<file path="src/rtl/ts_timer_pkg.sv">
// Shared types and helpers for the microsecond timer scheduler.
package ts_timer_pkg;

   localparam int TS_W = 24;
   localparam logic [TS_W-1:0] MAX_DELAY = 24'h7FFFFF;
   localparam logic [TS_W-1:0] HALF_RANGE = 24'h800000;

   typedef enum logic [1:0] {
      IDLE    = 2'd0,
      ARMED   = 2'd1,
      PENDING = 2'd2
   } slot_state_t;

   // A deadline has been reached when now - deadline (mod 2^24) lies in the
   // lower half of the range. This stays correct across the timestamp wrap
   // for any delay up to MAX_DELAY.
   function automatic logic ts_expired(input logic [TS_W-1:0] now,
                                       input logic [TS_W-1:0] deadline);
      return (now - deadline) < HALF_RANGE;
   endfunction

endpackage

</file>
<file path="src/rtl/rr_arbiter.sv">
// Combinational round-robin arbiter: the first requester at or after ptr wins.
module rr_arbiter #(
   parameter int N    = 4,
   parameter int ID_W = 2
) (
   input  logic [N-1:0]    req,
   input  logic [ID_W-1:0] ptr,
   output logic [N-1:0]    grant,
   output logic [ID_W-1:0] grant_idx,
   output logic            grant_any
);

   logic [ID_W-1:0] cand;

   // Scan from ptr upward with wrap and keep the first active request.
   always_comb begin
      // NOTE: every output gets a default before the loop so no path leaves
      // one unassigned, which would otherwise infer a latch.
      grant     = '0;
      grant_idx = '0;
      grant_any = 1'b0;
      cand      = '0;
      for (int i = 0; i < N; i++) begin
         cand = ID_W'((int'(ptr) + i) % N);
         if (!grant_any && req[cand]) begin
            grant_any   = 1'b1;
            grant_idx   = cand;
            grant[cand] = 1'b1;
         end
      end
   end

endmodule

</file>
<file path="src/rtl/ts_timer_scheduler.sv">
// Timer scheduler: NUM_SLOTS one-shot timers on a shared 24-bit microsecond
// timestamp, expiries delivered one at a time through a valid/ready register.
// Define TS_TIMER_PERIODIC_EN to add periodic slots with overrun flags.
module ts_timer_scheduler #(
   parameter int NUM_SLOTS = 4,
   parameter logic [23:0] MAX_DELAY = ts_timer_pkg::MAX_DELAY,
   localparam int ID_W = $clog2(NUM_SLOTS)
) (
   input  logic                 clk,
   input  logic                 rst,
   input  logic [23:0]          timestamp,
   input  logic                 arm_valid,
   output logic                 arm_ready,
   input  logic [ID_W-1:0]      arm_id,
   input  logic [23:0]          arm_delay,
`ifdef TS_TIMER_PERIODIC_EN
   input  logic                 arm_periodic,
   output logic [NUM_SLOTS-1:0] overrun,
`endif
   input  logic                 cancel_valid,
   input  logic [ID_W-1:0]      cancel_id,
   output logic                 evt_valid,
   input  logic                 evt_ready,
   output logic [ID_W-1:0]      evt_id,
   output logic [23:0]          evt_timestamp,
   output logic [NUM_SLOTS-1:0] busy
);

   import ts_timer_pkg::*;

   slot_state_t          state    [NUM_SLOTS];
   logic [TS_W-1:0]      deadline [NUM_SLOTS];
   logic [TS_W-1:0]      exp_ts   [NUM_SLOTS];
   logic [ID_W-1:0]      rr_ptr;
   logic [NUM_SLOTS-1:0] req;
   logic [NUM_SLOTS-1:0] grant;
   logic [ID_W-1:0]      win_idx;
   logic                 win_any;
   logic                 take;
   logic [TS_W-1:0]      delay_c;

`ifdef TS_TIMER_PERIODIC_EN
   logic                 periodic [NUM_SLOTS];
   logic [TS_W-1:0]      period   [NUM_SLOTS];
   logic [NUM_SLOTS-1:0] pend;
   logic [NUM_SLOTS-1:0] overrun_q;
   assign overrun = overrun_q;
`endif

   assign arm_ready = !rst;
   assign delay_c   = (arm_delay > MAX_DELAY) ? MAX_DELAY : arm_delay;
   // The output register can take a new event when empty or being drained.
   assign take      = (!evt_valid || evt_ready) && win_any;

   // Build the arbiter request vector and the per-slot busy flags.
   always_comb begin
      req  = '0;
      busy = '0;
      for (int i = 0; i < NUM_SLOTS; i++) begin
         busy[i] = (state[i] != IDLE);
`ifdef TS_TIMER_PERIODIC_EN
         req[i]  = (state[i] == PENDING) || pend[i];
`else
         req[i]  = (state[i] == PENDING);
`endif
      end
   end

   rr_arbiter #(.N(NUM_SLOTS), .ID_W(ID_W)) u_arb (
      .req       (req),
      .ptr       (rr_ptr),
      .grant     (grant),
      .grant_idx (win_idx),
      .grant_any (win_any)
   );

   // Per-slot state: arm beats cancel, cancel beats load, load beats expiry.
   always_ff @(posedge clk) begin
      for (int i = 0; i < NUM_SLOTS; i++) begin
         if (rst) begin
            // NOTE: the slot tables are plain flop arrays with defined reset
            // values, so they are cleared along with the control state.
            state[i]    <= IDLE;
            deadline[i] <= '0;
            exp_ts[i]   <= '0;
`ifdef TS_TIMER_PERIODIC_EN
            periodic[i]  <= 1'b0;
            period[i]    <= '0;
            pend[i]      <= 1'b0;
            overrun_q[i] <= 1'b0;
`endif
         end else if (arm_valid && arm_id == ID_W'(i)) begin
            state[i]    <= ARMED;
            deadline[i] <= timestamp + delay_c;
`ifdef TS_TIMER_PERIODIC_EN
            periodic[i]  <= arm_periodic;
            period[i]    <= (delay_c == '0) ? TS_W'(1) : delay_c;
            pend[i]      <= 1'b0;
            overrun_q[i] <= 1'b0;
`endif
         end else if (cancel_valid && cancel_id == ID_W'(i)) begin
            state[i] <= IDLE;
`ifdef TS_TIMER_PERIODIC_EN
            pend[i]      <= 1'b0;
            overrun_q[i] <= 1'b0;
`endif
`ifdef TS_TIMER_PERIODIC_EN
         end else if (state[i] == ARMED && periodic[i]
                      && ts_expired(timestamp, deadline[i])) begin
            // Drift-free reload; a new expiry overrides a same-edge load.
            deadline[i] <= deadline[i] + period[i];
            exp_ts[i]   <= timestamp;
            pend[i]     <= 1'b1;
            if (pend[i] && !(take && grant[i]))
               overrun_q[i] <= 1'b1;
         end else if (take && grant[i]) begin
            if (periodic[i])
               pend[i] <= 1'b0;
            else
               state[i] <= IDLE;
`else
         end else if (take && grant[i]) begin
            state[i] <= IDLE;
`endif
         end else if (state[i] == ARMED && ts_expired(timestamp, deadline[i])) begin
            state[i]  <= PENDING;
            exp_ts[i] <= timestamp;
         end
      end
   end

   // Output register and round-robin pointer; a loaded event is committed.
   always_ff @(posedge clk) begin
      if (rst) begin
         evt_valid     <= 1'b0;
         evt_id        <= '0;
         evt_timestamp <= '0;
         rr_ptr        <= '0;
      end else if (!evt_valid || evt_ready) begin
         evt_valid <= win_any;
         if (win_any) begin
            evt_id        <= win_idx;
            evt_timestamp <= exp_ts[win_idx];
            rr_ptr        <= (win_idx == ID_W'(NUM_SLOTS - 1)) ? '0 : win_idx + ID_W'(1);
         end
      end
   end

endmodule

</file>
<file path="config.mk">
export PLATFORM = sky130hd
export DESIGN_NAME = ts_timer_scheduler
export DESIGN_NICKNAME = d
export VERILOG_FILES = /design/src/rtl/ts_timer_pkg.sv /design/src/rtl/rr_arbiter.sv /design/src/rtl/ts_timer_scheduler.sv
export SDC_FILE = /design/constraint.sdc
export NUM_CORES = 1
export LEC_CHECK = 0
export CAP_MARGIN = 0
export CORE_MARGIN = 5
export CORE_UTILIZATION = 30
export CTS_CLUSTER_DIAMETER = 150
export CTS_CLUSTER_SIZE = 14
export DETAILED_ROUTE_END_ITERATION = 12
export PLACE_DENSITY_LB_ADDON = 0.25
export SLEW_MARGIN = 20
export SYNTH_ARGS = -nofsm -noshare
export SYNTH_HDL_FRONTEND = slang
export SYNTH_SLANG_ARGS = --single-unit
</file>
<file path="constraint.sdc">
create_clock -name clk -period 4.9 [get_ports clk]
set_input_delay 0.49 -clock clk [delete_from_list [all_inputs] [get_ports clk]]
set_output_delay 0.49 -clock clk [all_outputs]
set_load 0.05 [all_outputs]
</file>
Word level (Yosys, flattened, before mapping)
Memories as Yosys holds them, arrays and structs flattened. A register that Yosys moved wholly into a read port is not among the register bits.
Cells that the tools add are included.
{"block": "word_totals", "regBits": 5, "latch_bits": 0, "mem_bits_rw": 200, "rom_bits": 0, "output_inout_bits": 32, "n_memories": 3}
{"memory": "deadline", "depth": 4, "width": 24, "read_ports": 4, "rd_ports_with_merged_regs": 0, "write_ports": 4, "line_no": "ts_timer_scheduler.sv:32", "rtl": "logic [TS_W-1:0] deadline [NUM_SLOTS];"}
{"memory": "exp_ts", "depth": 4, "width": 24, "read_ports": 1, "rd_ports_with_merged_regs": 1, "write_ports": 4, "line_no": "ts_timer_scheduler.sv:33", "rtl": "logic [TS_W-1:0] exp_ts [NUM_SLOTS];"}
{"memory": "state", "depth": 4, "width": 2, "read_ports": 4, "rd_ports_with_merged_regs": 0, "write_ports": 4, "line_no": "ts_timer_scheduler.sv:31", "rtl": "slot_state_t state [NUM_SLOTS];"}
{"block": "classes", "add_sub_neg": 9, "multipliers": 0, "div": 0, "n_lt_le_gt_ge": 13, "n_eq_ne": 15, "shifts": 0, "muxes": 128, "bitwise_logic": 27, "reduce_logical": 37}
{"op": "24-bit 2-to-1 mux", "count": 9}
{"op": "24-bit < comparator, second input constant", "count": 4}
{"op": "24-bit subtractor", "count": 4}
{"op": "1-bit 2-to-1 mux", "count": 86}
{"op": "2-bit 2-to-1 mux", "count": 21}
{"op": "24-bit adder", "count": 1}
{"op": "24-bit by 23-bit greater-than comparator with 1-bit output, second input constant", "count": 1}
{"op": "1-bit logical AND", "count": 24}
{"op": "1-bit bitwise OR", "count": 24}
{"op": "2-bit equality test, second input constant", "count": 9}
{"op": "4-bit 2-to-1 mux", "count": 4}
{"op": "2-bit by 1-bit equality test with 1-bit output, second input constant", "count": 6}
{"op": "2-bit by 3-bit < comparator with 1-bit output, second input constant", "count": 4}
{"op": "4-bit bitwise OR", "count": 3}
{"op": "1-bit binary-select mux with 2-bit select", "count": 4}
{"op": "1-bit demux with 2-bit select", "count": 4}
{"op": "2-bit by 1-bit >= comparator with 1-bit output, second input constant", "count": 4}
{"op": "2-bit nonzero test", "count": 4}
{"op": "1-bit zero test", "count": 5}
{"op": "2-bit by 1-bit adder with 2-bit output, second input constant", "count": 2}
{"op": "2-bit adder, second input constant", "count": 2}
{"op": "2-bit zero test", "count": 2}
{"op": "2-bit AND reduction", "count": 1}
{"op": "1-bit logical OR", "count": 1}

Longest topological paths before layout
Gate-level depths: netlist of the first run.
{"block": "logic_depth", "ltp_word": 22, "depth_mapped": 12, "ltp_nobuf": 11}

Cells and area by module
From an unflattened synthesis of the first run, not the netlist that was laid out.
{"block": "hier_totals", "hier_cells": 1218, "area_unflattened_um2": 13137.6}
{"module": "ts_timer_scheduler", "instances": 1, "cells_each": 1173, "area_per_inst_um2": 12715.9, "seq_area_each_um2": 6586.3}
{"module": "rr_arbiter", "instances": 1, "cells_each": 45, "area_per_inst_um2": 421.7, "seq_area_each_um2": 0.0}

Worst setup path before layout of the first run
Ideal clock, no wire load.
{"block": "synth_timing", "path_type": "input-to-reg", "startpoint": "in timestamp[14]", "endpoint": "mem exp_ts[3][0] (enable)", "setup_ns": 0.438, "t_arrival_ns": 3.889, "required_ns": 4.462, "path_slack_ns": 0.572, "stages": 8, "path_buffers": 0, "path_cell_list": "ha_1 a211oi_1 o211ai_1 o221ai_1 a31oi_1 a311oi_1 xnor3_1 o21ai_0"}
{"item": "from (decl)", "line_no": "ts_timer_scheduler.sv:11", "rtl": "input logic [23:0] timestamp,"}
{"item": "to (decl)", "line_no": "ts_timer_scheduler.sv:33"}

==> flow_summary_export.csv, run 1 <==
group,metric,value,unit
outcome,status,"finished, final reports clean",
global_routing,grt_pass1_vias,10100,
clock_tree,cts_sinks,229,
power,power_frac_clock,22.4,%
synthesis,syn_inst,1277,
synthesis,synth_cell_type_count,81,
synthesis,ys_ff_latch,229,
hold_path,hold_class,"register to register",
detailed_routing,route.detailed.drc,0,
timing,rsz0062_at_grt,"false",
placement,io_buffers,88,
clock_tree,h-tree-depth,1,
detailed_routing,vias_per_cell,5.09,
global_routing,antenna_found_initial,0,
die,core,45300,um^2
timing,fmax,266,MHz
timing,finalSetupViolations,0,
critical_path,worstSetupEndpointType,"register",
layout,filler_cell_count,4561,
hold_path,min_path_cells,2,
global_routing,track_usage,15.5,%
power,power_leakage,6.32,nW
detailed_routing,postRouteAntennaNets,0,
synthesis,ys.flop_type,"edfxtp_1",
die,die_w,224,um
critical_path,critPathMaxFanout,24,
die,fp.dieH,224,um
synthesis,async_reset_ff_share,0,%
clock_tree,post_cts_buffers,0,
layout,final_util,35.1,%
power,seqPwrFrac,38.3,%
clock_tree,clk_pin_slew,0.07,ns
synthesis,synth_area,13700,um^2
critical_path,reg2reg_from,"rr_ptr[0]$_SDFFE_PP0P_",
clock_tree,root_buffer,"clkbuf_16",
synthesis,synth_warnings,0,
critical_path,reg2reg_depth,10,
critical_path,crit_path_start_kind,"primary input",
timing,worst_pin_slew,1.04,ns
global_routing,overflow,0,
timing,fin_skew,0.0251,ns
placement,finalWeightedCongestion,0.917,
timing,holdWs,0.463,ns
timing,max_slew_margin,30.5,%
layout,stdcell_area,15900,um^2
layout,nets,1538,
synthesis,ys_seq_area_share,48.0,%
power,intPower,0.00414,W
placement,post-dp-hpwl,28600,um
power,switching_share,38.2,%
clock_tree,cts_hold_buffers,0,
job,drv_cap,0,
critical_path,worstPathRequired,5.06,ns
power,combPwrFrac,39.4,%
clock_tree,cts_max_path_buffers,3,
power,powerDensity,422,nW/um^2
timing,maxSlewViolCount,0,
timing,min_period,3.76,ns
layout,finalNonFillerCells,1966,
clock_tree,cts_resized,0,
detailed_routing,vias,10000,
global_routing,grt_max_degree,52,
detailed_routing,dr.pass1.iters,5,
synthesis,syn-num-nets,1456,
layout,syn2layout_area_growth,15.7,%
timing,fin_tns_setup,0,ns
clock_tree,cts_tree,"yes",
hold_path,min_to,"evt_timestamp[20]$_SDFFE_PP0P_",
detailed_routing,wirelength,39700,um
clock_tree,clk_latency,0.51,ns
clock_tree,cts_buffers,20,
timing,final_hold_viol_count,0,
synthesis,synth-edff-count,200,
detailed_routing,drt_iter0_drc,609,
layout,drive_above_1_share,11.0,%
die,io_pins,89,
placement,dp_cells,1937,
global_routing,grt_pass1_wl,61300,um
die,start_util,30.3,%
detailed_routing,wl_per_cell,20.2,um
critical_path,r2r_slack,1.25,ns
die,die_area,50100,um^2
timing,period_share,76.7,%
power,vdd_drop_max,0.405,mV
hold_path,worstHoldStart,"evt_timestamp[20]$_SDFFE_PP0P_",
critical_path,r2r-end,"exp_ts[3][6]$_SDFFCE_PN0P_",
layout,insertedDiodeCount,0,
critical_path,cp_data_arrival_time,3.91,ns
power,p_sw,0.00257,W
critical_path,critical_path_class,"primary input to register",
placement,postPlaceCellArea,15300,um^2
synthesis,syn_avg_cell_area,10.8,um^2
die,num_rows,78,
## state kept, by name, indices dropped and copies added, names as in the netlist
register	count
deadline	96
rr_ptr	2
exp_ts	96
evt_timestamp	24
state	8
evt_id	2
evt_valid	1
## Yosys cell counts, types with 6 or more instances
cell      count  share of area, %
a21oi_1      47               1.7
mux2i_1      60               4.4
nand3_1      27              0.98
xor2_1        6              0.38
ha_1        121                11
o221ai_1     25               1.6
nor3_1       78               2.8
o21ai_0      28               1.0
and2_1       12              0.55
or3_1        11              0.50
o21bai_1      8              0.44
inv_1       104               2.8
or2_2        34               1.5
nor2_1       91               2.5
o211ai_1     10              0.55
xnor2_1      11              0.70
o21ai_1       6              0.22
clkbuf_1     34              0.93
nand2b_1     18              0.82
a211oi_1      9              0.49
nand4_1      10              0.46
nor2b_1       8              0.36
a21o_1       32               1.7
dfxtp_1      29               4.2
edfxtp_1    200                44
and3_1       10              0.46
nand2_1      97               2.7
buf_2         9              0.33
nor3_2       40               2.9
## power groups by stage
stage                     Combinational, W  Clock [W]  Sequential (W)
after floorplan                    0.00154          0         0.00293
after global placement             0.00265          0         0.00261
after detailed placement           0.00265          0         0.00262
after CTS                          0.00267    0.00154         0.00257
after global routing               0.00285    0.00162         0.00260
final                              0.00264    0.00150         0.00257
## layout by cell type (no fill, tap or decap), types with 6 or more instances in the layout
| master | count |
|---|---|
| o221ai_1 | 25 |
| buf_4 | 26 |
| nand3_1 | 26 |
| ha_1 | 121 |
| xnor2_1 | 11 |
| clkdlybuf4s50_1 | 88 |
| and2_1 | 12 |
| edfxtp_1 | 200 |
| or2_2 | 34 |
| nand4_1 | 10 |
| nor2b_1 | 8 |
| inv_1 | 104 |
| a211oi_1 | 9 |
| xor2_1 | 6 |
| o21bai_1 | 8 |
| o21ai_0 | 24 |
| nor3_2 | 39 |
| clkbuf_1 | 7 |
| a21o_1 | 32 |
| nand2_1 | 97 |
| nor3_1 | 78 |
| and3_1 | 10 |
| nor2_1 | 91 |
| clkbuf_16 | 21 |
| dfxtp_1 | 29 |
| a21oi_1 | 47 |
| o211ai_1 | 10 |
| nand2b_1 | 18 |
| mux2i_1 | 60 |
| or3_1 | 11 |
| o21ai_2 | 6 |
## layout make-up
cell class / count / area [um^2] / area share [%]
Inverter: 107 / 402 / 2.53
Clock buffer: 28 / 552 / 3.47
Clock inverter: 1 / 11.3 / 0.0709
Timing Repair Buffer: 115 / 1100 / 6.90
Tap cell: 600 / 751 / 4.73
Sequential cell: 229 / 6590 / 41.5
Multi-Input combinational cell: 886 / 6490 / 40.8
## stage by stage
step | worst slack, ns | power, W
2_1_floorplan | 0.572 | 0.00446
3_3_place_gp | 0.654 | 0.00525
3_5_place_dp | 0.621 | 0.00527
4_1_cts | 1.14 | 0.00678
5_1_grt | 0.957 | 0.00707
6_report | 1.14 | 0.00671
## kinds of logic (layout without fill, tap and decap cells)
kind of cell,count (synthesis),count (layout),share of synthesized area [%]
AOI/OAI and AO/OA,222,222,11.7
DFF,229,229,48.0
muxes,63,63,4.78
buffers and inverters,162,251,5.07
and+or+nand+nor,461,461,18.1
xor gates and xnor gates,18,18,1.25
adders and majority gates,122,122,11.2
## critical path, stage by stage
cell             delay [ns]
clkdlybuf4s50_1        0.77
ha_1                   0.33
a21o_1                 0.16
a211oi_1               0.58
o211ai_1               0.22
a311oi_1               0.37
buf_4                  0.20
nor3_1                 0.05
nand3b_1               0.22
o21ai_2                0.16
buf_4                  0.34
## worst max path at each step
stage,from,endpoint,slack [ns],cells past startpoint
global placement,arm_delay[23],deadline[0][20]$_SDFFCE_PN0P_,0.65,11
floorplan,timestamp[14],exp_ts[3][0]$_SDFFCE_PN0P_,0.57,8
detailed placement,arm_delay[23],deadline[1][20]$_SDFFCE_PN0P_,0.62,11
CTS,arm_delay[23],deadline[1][20]$_SDFFCE_PN0P_,1.14,11
finish,timestamp[20],exp_ts[2][13]$_SDFFCE_PN0P_,1.14,11
global route,arm_delay[23],deadline[0][10]$_SDFFCE_PN0P_,0.96,11
## metal layers
| metal | GRT usage [%] | vias up | wire length, um |
|---|---|---|---|
| met5 | 0 | - | 0 |
| met4 | 3.56 | 0 | 965 |
| met2 | 25.0 | 245 | 18100 |
| met1 | 22.4 | 4864 | 18800 |
| met3 | 1.98 | 49 | 1860 |
| li1 | - | 4849 | - |
(Power assumes the default switching activity.)
==> inputs of run 2 (changes only) <==
clock period = 3.6 ns   (was 4.9 ns; I/O delays follow)
==> run 2 against run 1 <==
Effect of this change: clock power grew 33%; combinational power grew 43%; via count grew 2.8%; clock skew shrank 0.0036 ns.
==> flow_summary_export.csv, run 2 (synthesis results as in run 1) <==
group,metric,value,unit
timing,fin_skew,0.0215,ns
die,die_w,224,um
power,powerDensity,560,nW/um^2
layout,drive_above_1_share,15.7,%
die,die_area,50100,um^2
die,io_pins,89,
clock_tree,cts_tree,"yes",
global_routing,grt_pass1_wl,60000,um
clock_tree,cts_max_path_buffers,3,
clock_tree,clk_pin_slew,0.06,ns
die,num_rows,78,
critical_path,worstPathRequired,3.84,ns
layout,syn2layout_area_growth,20.5,%
global_routing,overflow,0,
global_routing,track_usage,15.1,%
timing,rsz0062_at_grt,"false",
detailed_routing,vias,10300,
layout,final_common_cell,"edfxtp_1",
detailed_routing,postRouteAntennaNets,0,
die,fp.dieH,224,um
placement,post-dp-hpwl,28900,um
layout,seq_area,6590,um^2
critical_path,worstSetupEndpointType,"register",
clock_tree,h-tree-depth,1,
job,drv_cap,0,
clock_tree,cts_hold_buffers,0,
timing,max_slew_margin,42.4,%
layout,final_cell_mix,"edfxtp_1 (200), ha_1 (121), inv_1 (104)",
layout,insertedDiodeCount,0,
clock_tree,cts_buffers,20,
detailed_routing,route.detailed.drc,0,
detailed_routing,wl_per_cell,19.0,um
global_routing,antenna_found_initial,0,
detailed_routing,drt_iter0_drc,534,
clock_tree,clk_latency,0.52,ns
critical_path,crit_path_start_kind,"primary input",
placement,finalWeightedCongestion,0.894,
timing,finalSetupViolations,0,
clock_tree,root_buffer,"clkbuf_16",
layout,multiInputGateArea,6480,um^2
clock_tree,post_cts_buffers,0,
layout,filler_cell_count,4508,
layout,finalNonFillerCells,2042,
timing,final_hold_viol_count,0,
timing,period_share,89.8,%
hold_path,hold_class,"register to register",
clock_tree,cts_sinks,229,
timing,min_period,3.23,ns
power,power_leakage,6.72,nW
detailed_routing,wirelength,38800,um
timing,fmax,309,MHz
detailed_routing,vias_per_cell,5.04,
layout,stdcell_area,16500,um^2
critical_path,cp_data_arrival_time,3.47,ns
timing,maxSlewViolCount,0,
critical_path,critPathMaxFanout,4,
layout,largestRegisters,"deadline x96, exp_ts x96, evt_timestamp x24",
timing,holdWs,0.458,ns
layout,nets,1614,
global_routing,grt_pass1_vias,10300,
clock_tree,cts_resized,0,
placement,dp_cells,2013,
die,core,45300,um^2
outcome,status,"finished, final reports clean",
power,vdd_drop_max,0.403,mV
die,start_util,30.3,%
placement,io_buffers,88,
timing,worst_pin_slew,0.858,ns
placement,postPlaceCellArea,16000,um^2
critical_path,critical_path_class,"primary input to register",
detailed_routing,dr.pass1.iters,5,
global_routing,grt_max_degree,52,
run 2: changes by cell type in the layout (fill, tap and decap cells not counted), sizes merged:
cell,delta
buf,+77
clkinv,+1
clkbuf,-1
clkdlybuf4s50,-1
run 2: per-stage QoR:
step | util (%) | total power [W] | TNS, ns | setup WS, ns
2_1_floorplan | - | 0.00608 | 0 | 0.0453
3_3_place_gp | 35.3 | 0.00732 | -2.59 | -0.172
3_5_place_dp | 35.3 | 0.00736 | -3.03 | -0.175
4_1_cts | 36.5 | 0.00937 | 0 | 0.362
5_1_grt | 36.5 | 0.00974 | 0 | 0.137
6_report | 36.5 | 0.00926 | 0 | 0.368
run 2: final timing paths:
| check | from | to | slack, ns | cells after the start |
|---|---|---|---|---|
| max reg2reg | deadline[3][14]$_SDFFCE_PN0P_ | exp_ts[3][1]$_SDFFCE_PN0P_ | 0.64 | 11 |
| max | arm_delay[23] | deadline[2][20]$_SDFFCE_PN0P_ | 0.37 | 12 |
| min | evt_timestamp[7]$_SDFFE_PP0P_ | evt_timestamp[7]$_SDFFE_PP0P_ | 0.46 | 2 |
| min reg2reg | evt_timestamp[7]$_SDFFE_PP0P_ | evt_timestamp[7]$_SDFFE_PP0P_ | 0.46 | 2 |
run 2: power breakdown:
group	switching (W)	total [W]	leakage [nW]	internal (W)
logic	0.00235	0.00378	4.19	0.00143
clock network	0.000975	0.00200	0.268	0.00103
registers	0.000168	0.00348	2.27	0.00331
run 2: area by class of cell:
cell class | instances | area share [%]
Multi-Input combinational cell | 886 | 39.1
Clock inverter | 2 | 0.166
Inverter | 107 | 2.43
Timing Repair Buffer | 191 | 10.7
Sequential cell | 229 | 39.8
Clock buffer | 27 | 3.18
Tap cell | 600 | 4.54
run 2: worst max-delay path, cell delays in order:
cell and delay (ns):
clkdlybuf4s50_1 0.46, or2_2 0.30, ha_1 0.21, fa_1 0.41, a21o_1 0.20, a21oi_1 0.26, o21ai_1 0.17, a221oi_1 0.26
buf_4 0.19, o22a_1 0.21, a311o_1 0.33, mux2i_1 0.11
run 2: layer usage:
metal	up-vias	GRT usage (%)	part of all wire, %
li1	5012	-	-
met1	5011	20.7	47
met2	215	25.5	47
met3	50	2.12	4.0
met4	0	3.26	2.1
met5	-	0	0
==> inputs of run 3 (changes only) <==
SLEW_MARGIN = 40   (was 20)
==> run 3 against run 2 <==
Effect of this change: maximum frequency grew 0.16%; die area is the same; sequential power is essentially flat; total power is essentially flat; cell count is the same; first-iteration DRC count grew 0.37%; combinational power is essentially flat; clock skew is essentially flat; critical endpoint unchanged.
==> flow_summary_export.csv, run 3 (synthesis results as in run 1) <==
group,metric,value,unit
outcome,status,"finished, final reports clean",
clock_tree,clk_pin_slew,0.06,ns
detailed_routing,route.detailed.drc,0,
critical_path,crit_family,"compound AO/OA/AOI/OAI gates",
layout,filler_cell_count,4508,
timing,worst_pin_slew,0.787,ns
timing,period_share,89.6,%
clock_tree,cts_tree,"yes",
power,vdd_drop_max,0.404,mV
timing,holdWs,0.458,ns
timing,fin_ws,0.373,ns
timing,finalSetupViolations,0,
die,fp.dieH,224,um
layout,largestRegisters,"deadline x96, exp_ts x96, evt_timestamp x24",
detailed_routing,dr_wl_met3,1610,um
global_routing,grt_pass1_wl,60000,um
layout,nets,1614,
placement,pre_cts_slack,-0.175,ns
clock_tree,cts_resized,0,
die,die_w,224,um
layout,drive_above_1_share,15.7,%
placement,finalWeightedCongestion,0.894,
power,powerDensity,560,nW/um^2
critical_path,cp_data_arrival_time,3.47,ns
timing,max_slew_margin,47.0,%
detailed_routing,maxUsedRoutingLayer,"met4",
detailed_routing,dr.pass1.iters,5,
critical_path,cp_slowest_cell,"clkdlybuf4s50_1",
die,die_area,50100,um^2
clock_tree,cts_max_path_buffers,3,
clock_tree,clk_latency,0.52,ns
die,start_util,30.3,%
detailed_routing,drt-met1-wl,18100,um
global_routing,overflow,0,
clock_tree,post_cts_buffers,0,
global_routing,track_usage,15.1,%
timing,fin_skew,0.0215,ns
global_routing,grt_pass1_vias,10300,
layout,stdcell_area,16600,um^2
critical_path,cpPeakStageDelay,0.46,ns
detailed_routing,postRouteAntennaNets,0,
critical_path,worstSetupEndpointType,"register",
job,drv_cap,0,
detailed_routing,wl_per_cell,19.0,um
critical_path,crit_path_start_kind,"primary input",
placement,postPlaceCellArea,16000,um^2
die,num_rows,78,
detailed_routing,drt_iter0_drc,536,
critical_path,critPathMaxFanout,4,
clock_tree,cts_sinks,229,
timing,min_period,3.23,ns
layout,final_cell_mix,"edfxtp_1 (200), ha_1 (121), inv_1 (104)",
clock_tree,cts_buffers,20,
timing,rsz0062_at_grt,"false",
power,power,0.00927,W
critical_path,critical_path_class,"primary input to register",
timing,fmax,310,MHz
hold_path,hold_class,"register to register",
critical_path,cp_cell_sequence,"clkdlybuf4s50_1, or2_2, ha_1, fa_1, a21o_1, a21oi_1, o21ai_1, a221oi_1, buf_4, o22a_1, a311o_1, mux2i_1",
layout,insertedDiodeCount,0,
detailed_routing,vias,10300,
clock_tree,h-tree-depth,1,
clock_tree,root_buffer,"clkbuf_16",
clock_tree,cts_hold_buffers,0,
timing,final_hold_viol_count,0,
critical_path,worstPathRequired,3.84,ns
layout,syn2layout_area_growth,20.5,%
power,power_leakage,6.73,nW
global_routing,antenna_found_initial,0,
timing,maxSlewViolCount,0,
critical_path,cp.buffers_inverters,2,
die,io_pins,89,
detailed_routing,vias_per_cell,5.04,
detailed_routing,wl_met2,18300,um
detailed_routing,wirelength,38800,um
layout,final_common_cell,"edfxtp_1",
placement,post-dp-hpwl,28900,um
placement,io_buffers,88,
global_routing,grt_max_degree,52,
die,core,45300,um^2
## run 3: worst reg2reg max path: stages, from the launching register on
cell and delay, ns:
edfxtp_1 0.36, inv_1 0.07, ha_1 0.25, a211oi_1 0.26
o211ai_1 0.13, o221ai_1 0.34, a31oi_1 0.15, a311oi_1 0.29
buf_4 0.17, xnor3_1 0.24, o21ai_2 0.18, buf_12 0.22
## run 3: path summary, 6_finish.rpt
kind | end | start | slack (ns) | cells past startpoint
setup / recovery | deadline[2][20]$_SDFFCE_PN0P_ | arm_delay[23] | 0.37 | 12
hold / removal | evt_timestamp[7]$_SDFFE_PP0P_ | evt_timestamp[7]$_SDFFE_PP0P_ | 0.46 | 2
setup reg to reg | exp_ts[3][1]$_SDFFCE_PN0P_ | deadline[3][14]$_SDFFCE_PN0P_ | 0.64 | 11
hold reg to reg | evt_timestamp[7]$_SDFFE_PP0P_ | evt_timestamp[7]$_SDFFE_PP0P_ | 0.46 | 2
## run 3: per-stage QoR
step | std cells | utilization [%] | TNS [ns]
4_1_cts | 2042 | 36.5 | 0
5_1_grt | 2042 | 36.5 | 0
6_report | 2042 | 36.5 | 0
3_5_place_dp | 2013 | 35.3 | -3.03
2_1_floorplan | 1277 | - | 0
3_3_place_gp | 2013 | 35.3 | -2.59
## run 3: area by class of cell
class	count	area, um^2	share of cell area [%]
tap	600	751	4.54
sequential	229	6590	39.8
multi-input combinational	886	6480	39.2
clock buffer	27	527	3.18
clock inverter	2	27.5	0.166
timing repair buffer	191	1780	10.7
inverter	107	402	2.43
## run 3: metal layers
layer | track usage [%] | vias up
met5 | 0 | -
met4 | 3.26 | 0
met3 | 2.12 | 50
met2 | 25.5 | 223
li1 | - | 5013
met1 | 20.7 | 5009
## run 3: power by group
group	internal [W]	switching, W
combinational	0.00143	0.00235
clock	0.00103	0.000975
sequential	0.00331	0.000168
total	0.00577	0.00350
